**src/rtl/trig_event_pkg.sv**
```systemverilog
// Shared constants for the trigger event generator: trig_out bit positions and FSM states.
package trig_event_pkg;

  localparam int TRIG_RISE     = 0;
  localparam int TRIG_FALL     = 1;
  localparam int TRIG_TICK     = 2;
  localparam int TRIG_WRAP     = 3;
  localparam int TRIG_EXT_BASE = 8;
  localparam int TRIG_ARMED    = 16;

  typedef enum logic [1:0] {
    ST_DISARMED = 2'd0,
    ST_ARMED    = 2'd1,
    ST_HOLDOFF  = 2'd2
  } trig_state_e;

endpackage

```
**src/rtl/trig_holdoff_ctr.sv**
```systemverilog
// Loadable down-counter for crossing suppression; done_o flags the last suppressed cycle.
module trig_holdoff_ctr
  import trig_event_pkg::*;
#(
  parameter int W = 16
) (
  input  logic         clk,
  input  logic         reset_n,
  input  logic         load_i,
  input  logic [W-1:0] load_val_i,
  input  logic         clear_i,
  input  logic         dec_i,
  output logic         done_o
);

  logic [W-1:0] cnt_q, cnt_d;

  always_comb begin
    cnt_d = cnt_q;
    if (clear_i) begin
      cnt_d = '0;
    end else if (load_i) begin
      cnt_d = load_val_i;
    end else if (dec_i && (cnt_q != '0)) begin
      cnt_d = cnt_q - 1'b1;
    end
  end

  always_ff @(posedge clk or negedge reset_n) begin
    if (!reset_n) begin
      cnt_q <= '0;
    end else begin
      cnt_q <= cnt_d;
    end
  end

  assign done_o = (cnt_q == W'(1));

endmodule

```
**src/rtl/trig_event_gen.sv**
```systemverilog
// Trigger event generator for an okTriggerOut endpoint: threshold crossings, wrap, tick, external edges.
// Define TRIG_EXT_EVT_EN to build the external edge detectors (trig_out bits 8..15).
module trig_event_gen
  import trig_event_pkg::*;
#(
  parameter int WIDTH     = 32,
  parameter int EXT_N     = 8,
  parameter int HOLDOFF_W = 16
) (
  input  logic                 clk,
  input  logic                 reset_n,
  input  logic [WIDTH-1:0]     count_in,
  input  logic [WIDTH-1:0]     threshold,
  input  logic [31:0]          period,
  input  logic [HOLDOFF_W-1:0] holdoff,
  input  logic                 single_shot,
  input  logic                 arm,
  input  logic                 disarm,
  input  logic [EXT_N-1:0]     ext_evt,
  output logic [31:0]          trig_out,
  output logic                 armed,
  output logic [15:0]          evt_count
);

  trig_state_e      state_q, state_d;
  logic [WIDTH-1:0] prev_q;
  logic             prev_valid_q;
  logic [31:0]      tick_q, tick_d;
  logic [31:0]      trig_q, trig_d;
  logic             armed_q;
  logic [15:0]      evt_q, evt_d;

  logic             rise, fall, wrap, tick_hit;
  logic             ho_load, ho_clear, ho_done;
  logic [EXT_N-1:0] ext_rise;

  assign rise = prev_valid_q && (prev_q <  threshold) && (count_in >= threshold);
  assign fall = prev_valid_q && (prev_q >= threshold) && (count_in <  threshold);
  assign wrap = prev_valid_q && (&prev_q) && (count_in == '0);

  // A shrinking period that lands at or below the current count terminates immediately.
  always_comb begin
    tick_d   = tick_q + 32'd1;
    tick_hit = 1'b0;
    if (period == 32'd0) begin
      tick_d = '0;
    end else if (({1'b0, tick_q} + 33'd1) >= {1'b0, period}) begin
      tick_d   = '0;
      tick_hit = 1'b1;
    end
  end

`ifdef TRIG_EXT_EVT_EN
  logic [EXT_N-1:0] ext_q;

  always_ff @(posedge clk or negedge reset_n) begin
    if (!reset_n) begin
      ext_q <= '0;
    end else begin
      ext_q <= ext_evt;
    end
  end

  assign ext_rise = ext_evt & ~ext_q;
`else
  logic unused_ext;
  assign unused_ext = ^ext_evt;
  assign ext_rise   = '0;
`endif

  // Disarm has priority over everything, including a coincident arm or crossing.
  always_comb begin
    state_d  = state_q;
    evt_d    = evt_q;
    ho_load  = 1'b0;
    ho_clear = 1'b0;
    trig_d   = '0;
    trig_d[TRIG_TICK] = tick_hit;
    trig_d[TRIG_WRAP] = wrap;
    trig_d[TRIG_EXT_BASE +: EXT_N] = ext_rise;

    if (disarm) begin
      state_d  = ST_DISARMED;
      ho_clear = 1'b1;
    end else begin
      case (state_q)
        ST_DISARMED: begin
          if (arm) begin
            state_d            = ST_ARMED;
            evt_d              = '0;
            trig_d[TRIG_ARMED] = 1'b1;
          end
        end
        ST_ARMED: begin
          if (rise || fall) begin
            trig_d[TRIG_RISE] = rise;
            trig_d[TRIG_FALL] = fall;
            if (evt_q != 16'hFFFF) begin
              evt_d = evt_q + 16'd1;
            end
            if (single_shot) begin
              state_d = ST_DISARMED;
            end else if (holdoff != '0) begin
              state_d = ST_HOLDOFF;
              ho_load = 1'b1;
            end
          end
        end
        ST_HOLDOFF: begin
          if (ho_done) begin
            state_d = ST_ARMED;
          end
        end
        default: state_d = ST_DISARMED;
      endcase
    end
  end

  trig_holdoff_ctr #(
    .W(HOLDOFF_W)
  ) u_holdoff (
    .clk        (clk),
    .reset_n    (reset_n),
    .load_i     (ho_load),
    .load_val_i (holdoff),
    .clear_i    (ho_clear),
    .dec_i      (state_q == ST_HOLDOFF),
    .done_o     (ho_done)
  );

  always_ff @(posedge clk or negedge reset_n) begin
    if (!reset_n) begin
      state_q      <= ST_DISARMED;
      prev_q       <= '0;
      prev_valid_q <= 1'b0;
      tick_q       <= '0;
      trig_q       <= '0;
      armed_q      <= 1'b0;
      evt_q        <= '0;
    end else begin
      state_q      <= state_d;
      prev_q       <= count_in;
      prev_valid_q <= 1'b1;
      tick_q       <= tick_d;
      trig_q       <= trig_d;
      armed_q      <= (state_d != ST_DISARMED);
      evt_q        <= evt_d;
    end
  end

  assign trig_out  = trig_q;
  assign armed     = armed_q;
  assign evt_count = evt_q;

endmodule

```
**config.mk**
```make
export PLATFORM = sky130hd
export DESIGN_NAME = trig_event_gen
export DESIGN_NICKNAME = d
export VERILOG_FILES = /design/src/rtl/trig_event_pkg.sv /design/src/rtl/trig_holdoff_ctr.sv /design/src/rtl/trig_event_gen.sv
export SDC_FILE = /design/constraint.sdc
export NUM_CORES = 1
export LEC_CHECK = 0
export ABC_AREA = 1
export BUFFER_PORTS_ARGS = -buffer_cell sky130_fd_sc_hd__buf_2
export CORE_MARGIN = 2
export CORE_UTILIZATION = 62
export CTS_BUF_LIST = sky130_fd_sc_hd__clkbuf_4
export DETAILED_ROUTE_END_ITERATION = 8
export PLACE_DENSITY_LB_ADDON = 0.3
export SLEW_MARGIN = 20
export SYNTH_ARGS = -nofsm -noshare
export SYNTH_HDL_FRONTEND = slang
export SYNTH_SLANG_ARGS = --single-unit
export TNS_END_PERCENT = 20
```
**constraint.sdc**
```tcl
create_clock -name clk -period 6.9 [get_ports clk]
set_input_delay 0.69 -clock clk [delete_from_list [all_inputs] [get_ports clk]]
set_output_delay 0.69 -clock clk [all_outputs]
set_load 0.005 [all_outputs]
```
Word-level counts from Yosys, hierarchy flattened
Index checks and enable logic that the tools add are counted.
Word-level totals
  register bits: 105
  bits in latches: 0
  memory bits (writable): 0
  memory bits (read-only): 0
  input bits: 125
  output and inout port bits: 49
  word-level logic and storage cells: 73
  memories: 0
Cells by class
  $add $sub $neg: 4
  $mul: 0
  divide/modulo/power cells: 0
  $lt $le $gt $ge: 5
  equal/unequal tests: 7
  shift-type cells: 0
  mux-type cells: 30
  bitwise gates (word level): 1
  reduce and logical (&&, ||, !) cells: 18
Operators with widths (number)
  16-bit 2-to-1 mux: 6
  32-bit greater-or-equal comparator: 2
  32-bit zero test: 2
  32-bit < comparator: 2
  32-bit 2-to-1 mux: 2
  32-bit by 1-bit adder with 33-bit output (second input constant): 1
  33-bit by 32-bit greater-or-equal comparator with 1-bit output: 1
  32-bit by 1-bit adder with 32-bit output (second input constant): 1
  16-bit case mux with 2 select lines: 1
  32-bit AND reduction: 1
  16-bit nonzero test: 2
  2-bit 2-to-1 mux: 9
  16-bit by 1-bit adder with 16-bit output (second input constant): 1
  16-bit by 1-bit == test with 1-bit output (second input constant): 1
  16-bit inequality test (second input constant): 1
  16-bit by 1-bit subtractor with 16-bit output (second input constant): 1
  1-bit 2-to-1 mux: 11
  1-bit logical AND: 7
  2-bit inequality test (second input constant): 3
  2-bit case mux with 3 select lines: 1
  5-bit AND reduction: 1
  2-bit nonzero test: 2
  3-bit nonzero test: 1
  2-bit by 1-bit == test with 1-bit output (second input constant): 1
  other kinds (4): 4

Longest topological paths before layout
Gate-level depths: netlist (run 1).
  depth after elaboration: 9
  mapped depth: 23
  mapped depth without buffers: 23

Cells and area by module
A second synthesis (run 1) with hierarchy kept.
Unflattened totals
  cell total of the unflattened synthesis: 1138
  area total of the unflattened synthesis: 8348.0 um^2
By module, submodules not included
  trig_event_gen: instances 1, cells an instance 934, area each 7090.6 um^2, sequential area each 2227.1 um^2
  trig_holdoff_ctr: instances 1, cells an instance 204, area each 1257.5 um^2, sequential area each 400.4 um^2

Worst setup path before layout (run 1)
Ideal clock, no wire load.
  path kind: register to register
  start: register tick_q[0]
  end: register tick_q[23]
  library setup time: 0.071 ns
  data arrival time: 3.187 ns
  required time: 6.829 ns
  setup slack: 3.642 ns
  cell stages (with the launch flop): 23
  buffers on the path: 1
  clock period less this slack: 3.258 ns
  path through: dfrtp_1 -> ha_1 -> nand2_1 -> nor2_1 -> nand2_2 -> nor2_4 -> inv_2 -> nor2_2 -> nand3_2 -> nor3_2 -> nand2_1 -> nor2_1 -> xor2_1 -> inv_1 -> ha_1 -> nand4_1 -> inv_1 -> nand3_1 -> nor2_1 -> a221oi_1 -> nand4_4 -> buf_6 -> nor2_1
On the way
  longest elaborated chain between the ends: 4
  elaborated cells between the ends (all ways): 5
  those cells by class: 2 x add/sub; 1 x order compare; 2 x mux
RTL lines
  start: declaration: RTL line trig_event_gen.sv:28  | logic [31:0] tick_q, tick_d;
  start signal: assignment: RTL line trig_event_gen.sv:144  | tick_q <= tick_d;
  32-bit by 1-bit adder with 33-bit output: RTL line trig_event_gen.sv:47  | end else if (({1'b0, tick_q} + 33'd1) >= {1'b0, period}) begin
  33-bit by 32-bit greater-or-equal comparator with 1-bit output: RTL line trig_event_gen.sv:47
  32-bit 2-to-1 mux *: RTL line trig_event_gen.sv:47
  32-bit 2-to-1 mux *: RTL line trig_event_gen.sv:45  | if (period == 32'd0) begin
  named net tick_d[23]: RTL line trig_event_gen.sv:28
Mark *: on every way through the listed nets, which the timed path passes. The rest lies on a longest branch.
A chain may end at the register's enable or synchronous reset.

Worst setup path in the final report (run 1)
  start: register tick_q[0]
  end: register tick_q[20]
Same word-level chain as after synthesis.

==> run metrics, run 1 <==
outcome=complete, no violations; Synth Register Bits=105; first-pass GRT wire length=31.6 mm; Post-CTS Setup Repair Bufs=0; Highest Clock Rate=0.236 GHz; post-cts hold buffer count=0; sequential area share after synthesis=0.319; P&R area growth vs syn=9.70%; number of synthesized flops with an enable pin=0; final period utilization=0.615; CTS sink count=105; worst path arrival time=4.63 ns; Setup CP Type=register to register; Starting DRT DRC Count=538; GR Util All Layers=0.270; number of global-route vias before repair=7136; fin nets=1440; final setup violating endpoints=0; WHS=0.216 ns; RSZ-0062 raised after global routing=false; CP Max Fanout=32; DRC Markers=0; CP startpoint kind=register; Clock Power Share=0.244; Ports=174; clock root cell=clkbuf_4; # port buffers=138; Syn Inst Count=1084; Max VDD drop=0.000111 V; cell row count=42; Slew Viols, Final=0; Max Cap Violations=0; largest cells by area after synthesis=dfrtp_1 (32%), ha_1 (15%), nand2_1 (11%); Worst-Margin Slew=0.967 ns; worst clock skew=0.0157 ns; Setup crit end kind=register; post-synthesis mux area share=0; combinational share of power=0.247; Synth Area in Compound Gates=0.0645; cells on worst reg2reg path=21; Worst-Skew Late Latency=0.48 ns; FFs w/ async S/R, synth=1.00; Finished Layout Cells=1395; sequential fraction of design power=0.509; top-area cell type share of the netlist area=0.319; Netlist cell types=47; Routed WL=18.5 mm; Setup WS pre-CTS=2.70 ns; minimum clock period after layout=4.24 ns; count leader, synth=nand2_1; antenna violations before repair=1; Slew headroom=0.352; gpl congestion=0.915; CTS tree=yes; hpwl dp=14.8 mm; post-cts resize count=0; leak pwr=5.03 nW; XOR/XNOR Fraction of Synth Area=0.0393; antenna-violating nets left=0; Die Ht=119 µm; Psw=0.000414 W; core area=13100 µm²; HP Class=input port to async pin; PD cells=142 nW/µm²; internal power=0.000866 W; most used flip-flop cell after synthesis=dfrtp_1; cell taking the most area after synthesis=dfrtp_1; Post-Place Cells=1380; clk buf depth=2; Crit path required time=7.29 ns; final setup TNS=0 ns; DR vias=7424; switch share=0.324; CTS H-tree lvls=3; final hold violation count=0; syn_area_per_cell=7.60 µm²; share of post-route cells with drive strength above 1=0.164; router iterations before antenna repair=6; Initial Util=0.630; CTS clk-pin slew, worst paths=0.16 ns; grt total ovfl=0; largest family of logic cells by synthesized area=simple AND/OR/NAND/NOR gates; Adder-Cell Fraction of Synth Area=0.152; final setup margin=2.66 ns; DR vias/cell=5.32; Die ar.=14200 µm²; width of the die=119 µm; synth warn=0; Post-Synth Simple-Gate Area=0.304; largest net degree at the start of global routing=58; wire per inst=13.2 µm; CTS Buf Count=9; top cells by count, synth=nand2_1 (233), inv_1 (164), dfrtp_1 (105); Mapped Area=8240 µm²
## sequential cells by signal (all words and copies together), names as in the netlist
signal / flops
prev_q: 32
tick_q: 32
evt_count: 16
u_holdoff.cnt_q: 16
trig_out: 5
state_q: 2
armed: 1
prev_valid_q: 1
## cell families after synthesis
family / count (synthesis)
other cells: 2
fa+ha+maj: 100
buf+inv: 215
xor+xnor: 37
compound gates: 95
simple gates: 530
flops: 105
## cell type report
type	count	area [µm²]
multi-input combinational	790	4720
fill	1166	4050
sequential	105	2630
timing repair buffer	140	708
inverter	169	634
tap	176	220
clock buffer	9	67.6
clock inverter	5	57.6
antenna	1	2.50
## critical path, cell delays in order, from the launching register on
cell and delay, ns:
dfrtp_1 0.43, ha_1 0.21, nand2_1 0.08, nor2_1 0.17, nand2_2 0.14, nor2_4 0.12, inv_2 0.05, nor2_2 0.10
nand3_2 0.12, nor3_2 0.24, nand2_1 0.16, nor2_1 0.14, xor2_1 0.22, inv_1 0.09, ha_1 0.30, nand4_1 0.10
inv_1 0.06, nand3_1 0.06, nor2_1 0.04, a221oi_1 0.48, nand4_4 0.54, nor2_1 0.28
## power groups by stage
stage / Clock, W / Combinational [W] / Sequential [W]
after floorplan: 0 / 0.000225 / 0.000659
after global placement: 0 / 0.000306 / 0.000662
after detailed placement: 0 / 0.000315 / 0.000663
after CTS: 0.000323 / 0.000317 / 0.000651
after global routing: 0.000345 / 0.000368 / 0.000655
final: 0.000313 / 0.000317 / 0.000651
## layer usage
layer | GRT usage | vias up | wire [µm]
met1 | 0.337 | 3455 | 8100
li1 | - | 3772 | -
met3 | 0.0498 | 20 | 857
met5 | 0 | - | 0
met2 | 0.482 | 177 | 9270
met4 | 0.0662 | 0 | 217
## path summary, 6_finish.rpt
kind,from,end,slack [ns]
max in group asynchronous,reset_n,tick_q[6],5.56
max,tick_q[0],tick_q[20],2.66
max reg2reg,tick_q[0],tick_q[20],2.66
min in group clk,count_in[0],prev_q[0],0.31
min,reset_n,prev_q[13],0.22
min reg2reg,tick_q[0],tick_q[0],0.53
## metrics by stage
step | cell area, µm² | power (W) | utilization
after floorplan | 8340 | 0.000885 | -
after global placement | 8910 | 0.000968 | 0.681
after detailed placement | 8910 | 0.000978 | 0.681
after CTS | 9040 | 0.00129 | 0.691
after global routing | 9040 | 0.00137 | 0.691
final | 9040 | 0.00128 | 0.691
## layout by cell type, fill, tap and decap left out, types with 28 or more instances in the layout
cell type	n
conb_1	28
nand2_1	233
nand4_1	73
inv_1	164
xor2_1	33
ha_1	100
o21ai_0	32
nand3_1	38
buf_2	137
dfrtp_1	105
nor2_1	92
a21oi_1	46
No activity file was read; power rests on OpenSTA's default activity.
==> run 2: changes to the inputs <==
CORE_UTILIZATION = 58   (was 62)
clock period = 4.2 ns   (was 6.9 ns; I/O delays follow)
==> run metrics, run 2 (synthesized netlist as in run 1, its figures left out) <==
Worst setup endpoint=tick_q[16] (was tick_q[20]); final setup TNS=0 ns (unchanged); clk buf depth=2 (unchanged); Setup crit end kind=register (unchanged); share of post-route cells with drive strength above 1=0.165 (was 0.164); PD cells=228 nW/µm² (was 142 nW/µm²); Top Registers=prev_q (32), tick_q (32) (unchanged); final hold violation count=0 (unchanged); DR vias=7530 (was 7424); gpl congestion=0.947 (was 0.915); CP max stage cell=dfrtp_1 (was nand4_4); core area=13900 µm² (was 13100 µm²); Setup CP Type=register to register (unchanged); switch share=0.340 (was 0.324); CTS sink count=105 (unchanged); Critical Path, Cell by Cell=ha_1 -> nand2_1 -> nor2_1 -> nand2_2 -> nor2_4 -> inv_2 -> nor2_2 -> nand3_2 -> nor3_4 -> nand2_1 -> xor2_1 -> inv_1 -> ha_1 -> nand4_1 -> nor4_2 -> nand2_1 -> nand3_1 -> nand2_1 -> nand2_1 -> nand2_1 -> nand4_4 -> buf_6 -> nor2_1 (was ha_1 -> nand2_1 -> nor2_1 -> nand2_2 -> nor2_4 -> inv_2 -> nor2_2 -> nand3_2 -> nor3_2 -> nand2_1 -> nor2_1 -> xor2_1 -> inv_1 -> ha_1 -> nand4_1 -> inv_1 -> nand3_1 -> nor2_1 -> a221oi_1 -> nand4_4 -> nor2_1); wire per inst=13.5 µm (was 13.2 µm); worst path arrival time=4.24 ns (was 4.63 ns); Max Cap Violations=0 (unchanged); CP startpoint kind=register (unchanged); Psw=0.000722 W (was 0.000414 W); outcome=complete, no violations (unchanged); antenna violations before repair=1 (unchanged); first-pass GRT wire length=30.6 mm (was 31.6 mm); number of global-route vias before repair=6864 (was 7136); Clock Power Share=0.240 (was 0.244); sequential fraction of design power=0.505 (was 0.509); WHS=0.0457 ns (was 0.216 ns); DR vias/cell=5.27 (was 5.32); combinational share of power=0.255 (was 0.247); Ports=174 (unchanged); fin nets=1467 (was 1440); CP Max Fanout=32 (unchanged); clock root cell=clkbuf_4 (unchanged); Max VDD drop=0.000186 V (was 0.000111 V); Reg2Reg Capture Point=tick_q[16] (was tick_q[20]); Worst-Margin Slew=0.840 ns (was 0.967 ns); GR Util All Layers=0.254 (was 0.270); cell row count=43 (was 42); Initial Util=0.594 (was 0.630); P&R area growth vs syn=13.1% (was 9.70%); grt total ovfl=0 (unchanged); HP Class=input port to register (was input port to async pin); final period utilization=0.917 (was 0.615); Critical Path Source=tick_q[0] (unchanged); Post-CTS Setup Repair Bufs=0 (unchanged); Slowest Stage Delay on Critical Path=0.42 ns (was 0.54 ns); Die ar.=15200 µm² (was 14200 µm²); Worst-Skew Late Latency=0.50 ns (was 0.48 ns); minimum clock period after layout=3.85 ns (was 4.24 ns); RR Startpoint=tick_q[0] (unchanged); leak pwr=5.15 nW (was 5.03 nW); worst clock skew=0.0261 ns (was 0.0157 ns); R2R Setup Slk=0.35 ns (was 2.66 ns); # port buffers=138 (unchanged); largest net degree at the start of global routing=42 (was 58); DRC Markers=0 (unchanged); Slew Viols, Final=0 (unchanged); CTS Buf Count=9 (unchanged); CP dominant cell by count=nand2_1 (was nor2_1); Layout fillers=1234 (was 1166); Routed WL=19.2 mm (was 18.5 mm); Highest Clock Rate=0.260 GHz (was 0.236 GHz); Buf+Inv Stages, Crit Path=3 (unchanged); internal power=0.00140 W (was 0.000866 W); Die Ht=123 µm (was 119 µm); antenna-violating nets left=0 (unchanged); CTS clk-pin slew, worst paths=0.18 ns (was 0.16 ns); final setup violating endpoints=0 (unchanged); router iterations before antenna repair=4 (was 6); cells on worst reg2reg path=23 (was 21); Crit path depth=23 (was 21); Starting DRT DRC Count=543 (was 538); Top delay family on crit path=simple AND/OR/NAND/NOR gates (unchanged); most common cell after layout, fill and taps aside=nand2_1 (unchanged); CTS H-tree lvls=3 (unchanged); CTS tree=yes (unchanged); Slew headroom=0.439 (was 0.352); commonest non-fill, non-tap cells in the layout=nand2_1 (233), inv_1 (164), buf_2 (137) (unchanged); hpwl dp=14.8 mm (about the same); Crit path required time=4.59 ns (was 7.29 ns); width of the die=123 µm (was 119 µm)
-- run 2: worst min-delay path by stage --
| stage | slack (ns) | startpoint | to | cells after the start |
|---|---|---|---|---|
| 2_1_floorplan | 0.12 | reset_n | armed | 0 |
| 3_3_place_gp | 0.37 | reset_n | trig_out[2] | 1 |
| 3_5_place_dp | 0.37 | reset_n | trig_out[2] | 1 |
| 4_1_cts | 0.006 | count_in[31] | prev_q[31] | 1 |
| 5_1_grt | 0.0003 | count_in[10] | prev_q[10] | 1 |
| 6_report | 0.05 | count_in[10] | prev_q[10] | 1 |
-- run 2: per-stage QoR --
stage          cell area, µm²  instances  total power (W)   util  worst slack (ns)
2_1_floorplan            8340       1110          0.00145      -             0.942
3_3_place_gp             8940       1387          0.00159  0.644             0.353
3_5_place_dp             8940       1387          0.00161  0.644             0.229
4_1_cts                  9080       1405          0.00212  0.654             0.168
5_1_grt                  9320       1428          0.00227  0.671          -0.00664
6_report                 9320       1428          0.00212  0.671             0.347
-- run 2: worst register-to-register path, delay by kind of cell (launching register included) --
family / cells / cell delay, ns
xor gates and xnor gates: 1 / 0.20
adders and majority gates: 2 / 0.51
buffers and inverters: 3 / 0.40
DFF: 1 / 0.42
and+or+nand+nor: 17 / 2.19
-- run 2: layer usage --
| metal | vias up | part of all wire | GRT usage | wire [µm] |
|---|---|---|---|---|
| met5 | - | 0 | 0 | 0 |
| met4 | 0 | 0.013 | 0.0653 | 258 |
| met3 | 20 | 0.053 | 0.0586 | 1010 |
| met2 | 208 | 0.49 | 0.428 | 9470 |
| met1 | 3467 | 0.44 | 0.329 | 8470 |
| li1 | 3835 | - | - | - |
-- run 2: what timing repair did --
item | in CTS | in global routing
gates resized for setup | 0 | 2
hold buffers | 2 | 22
endpoints found under the setup margin | 0 | 32
hold endpoints to repair | 29 | 22
-- run 2: cell type report --
type                            instances  area [µm²]  area share
Clock buffer                           10        75.1     0.00806
Clock inverter                          6        50.0     0.00537
Timing Repair Buffer                  167         975       0.105
Inverter                              169         634      0.0681
Tap cell                              180         225      0.0242
Multi-Input combinational cell        790        4730       0.507
Sequential cell                       105        2630       0.282
Antenna cell                            1        2.50    0.000269
-- run 2: power by group through the flow --
stage	logic (W)	registers, W	clock network (W)
after floorplan	0.000370	0.00108	0
after global placement	0.000507	0.00109	0
after detailed placement	0.000520	0.00109	0
after CTS	0.000524	0.00107	0.000526
after global routing	0.000631	0.00108	0.000567
final	0.000541	0.00107	0.000509
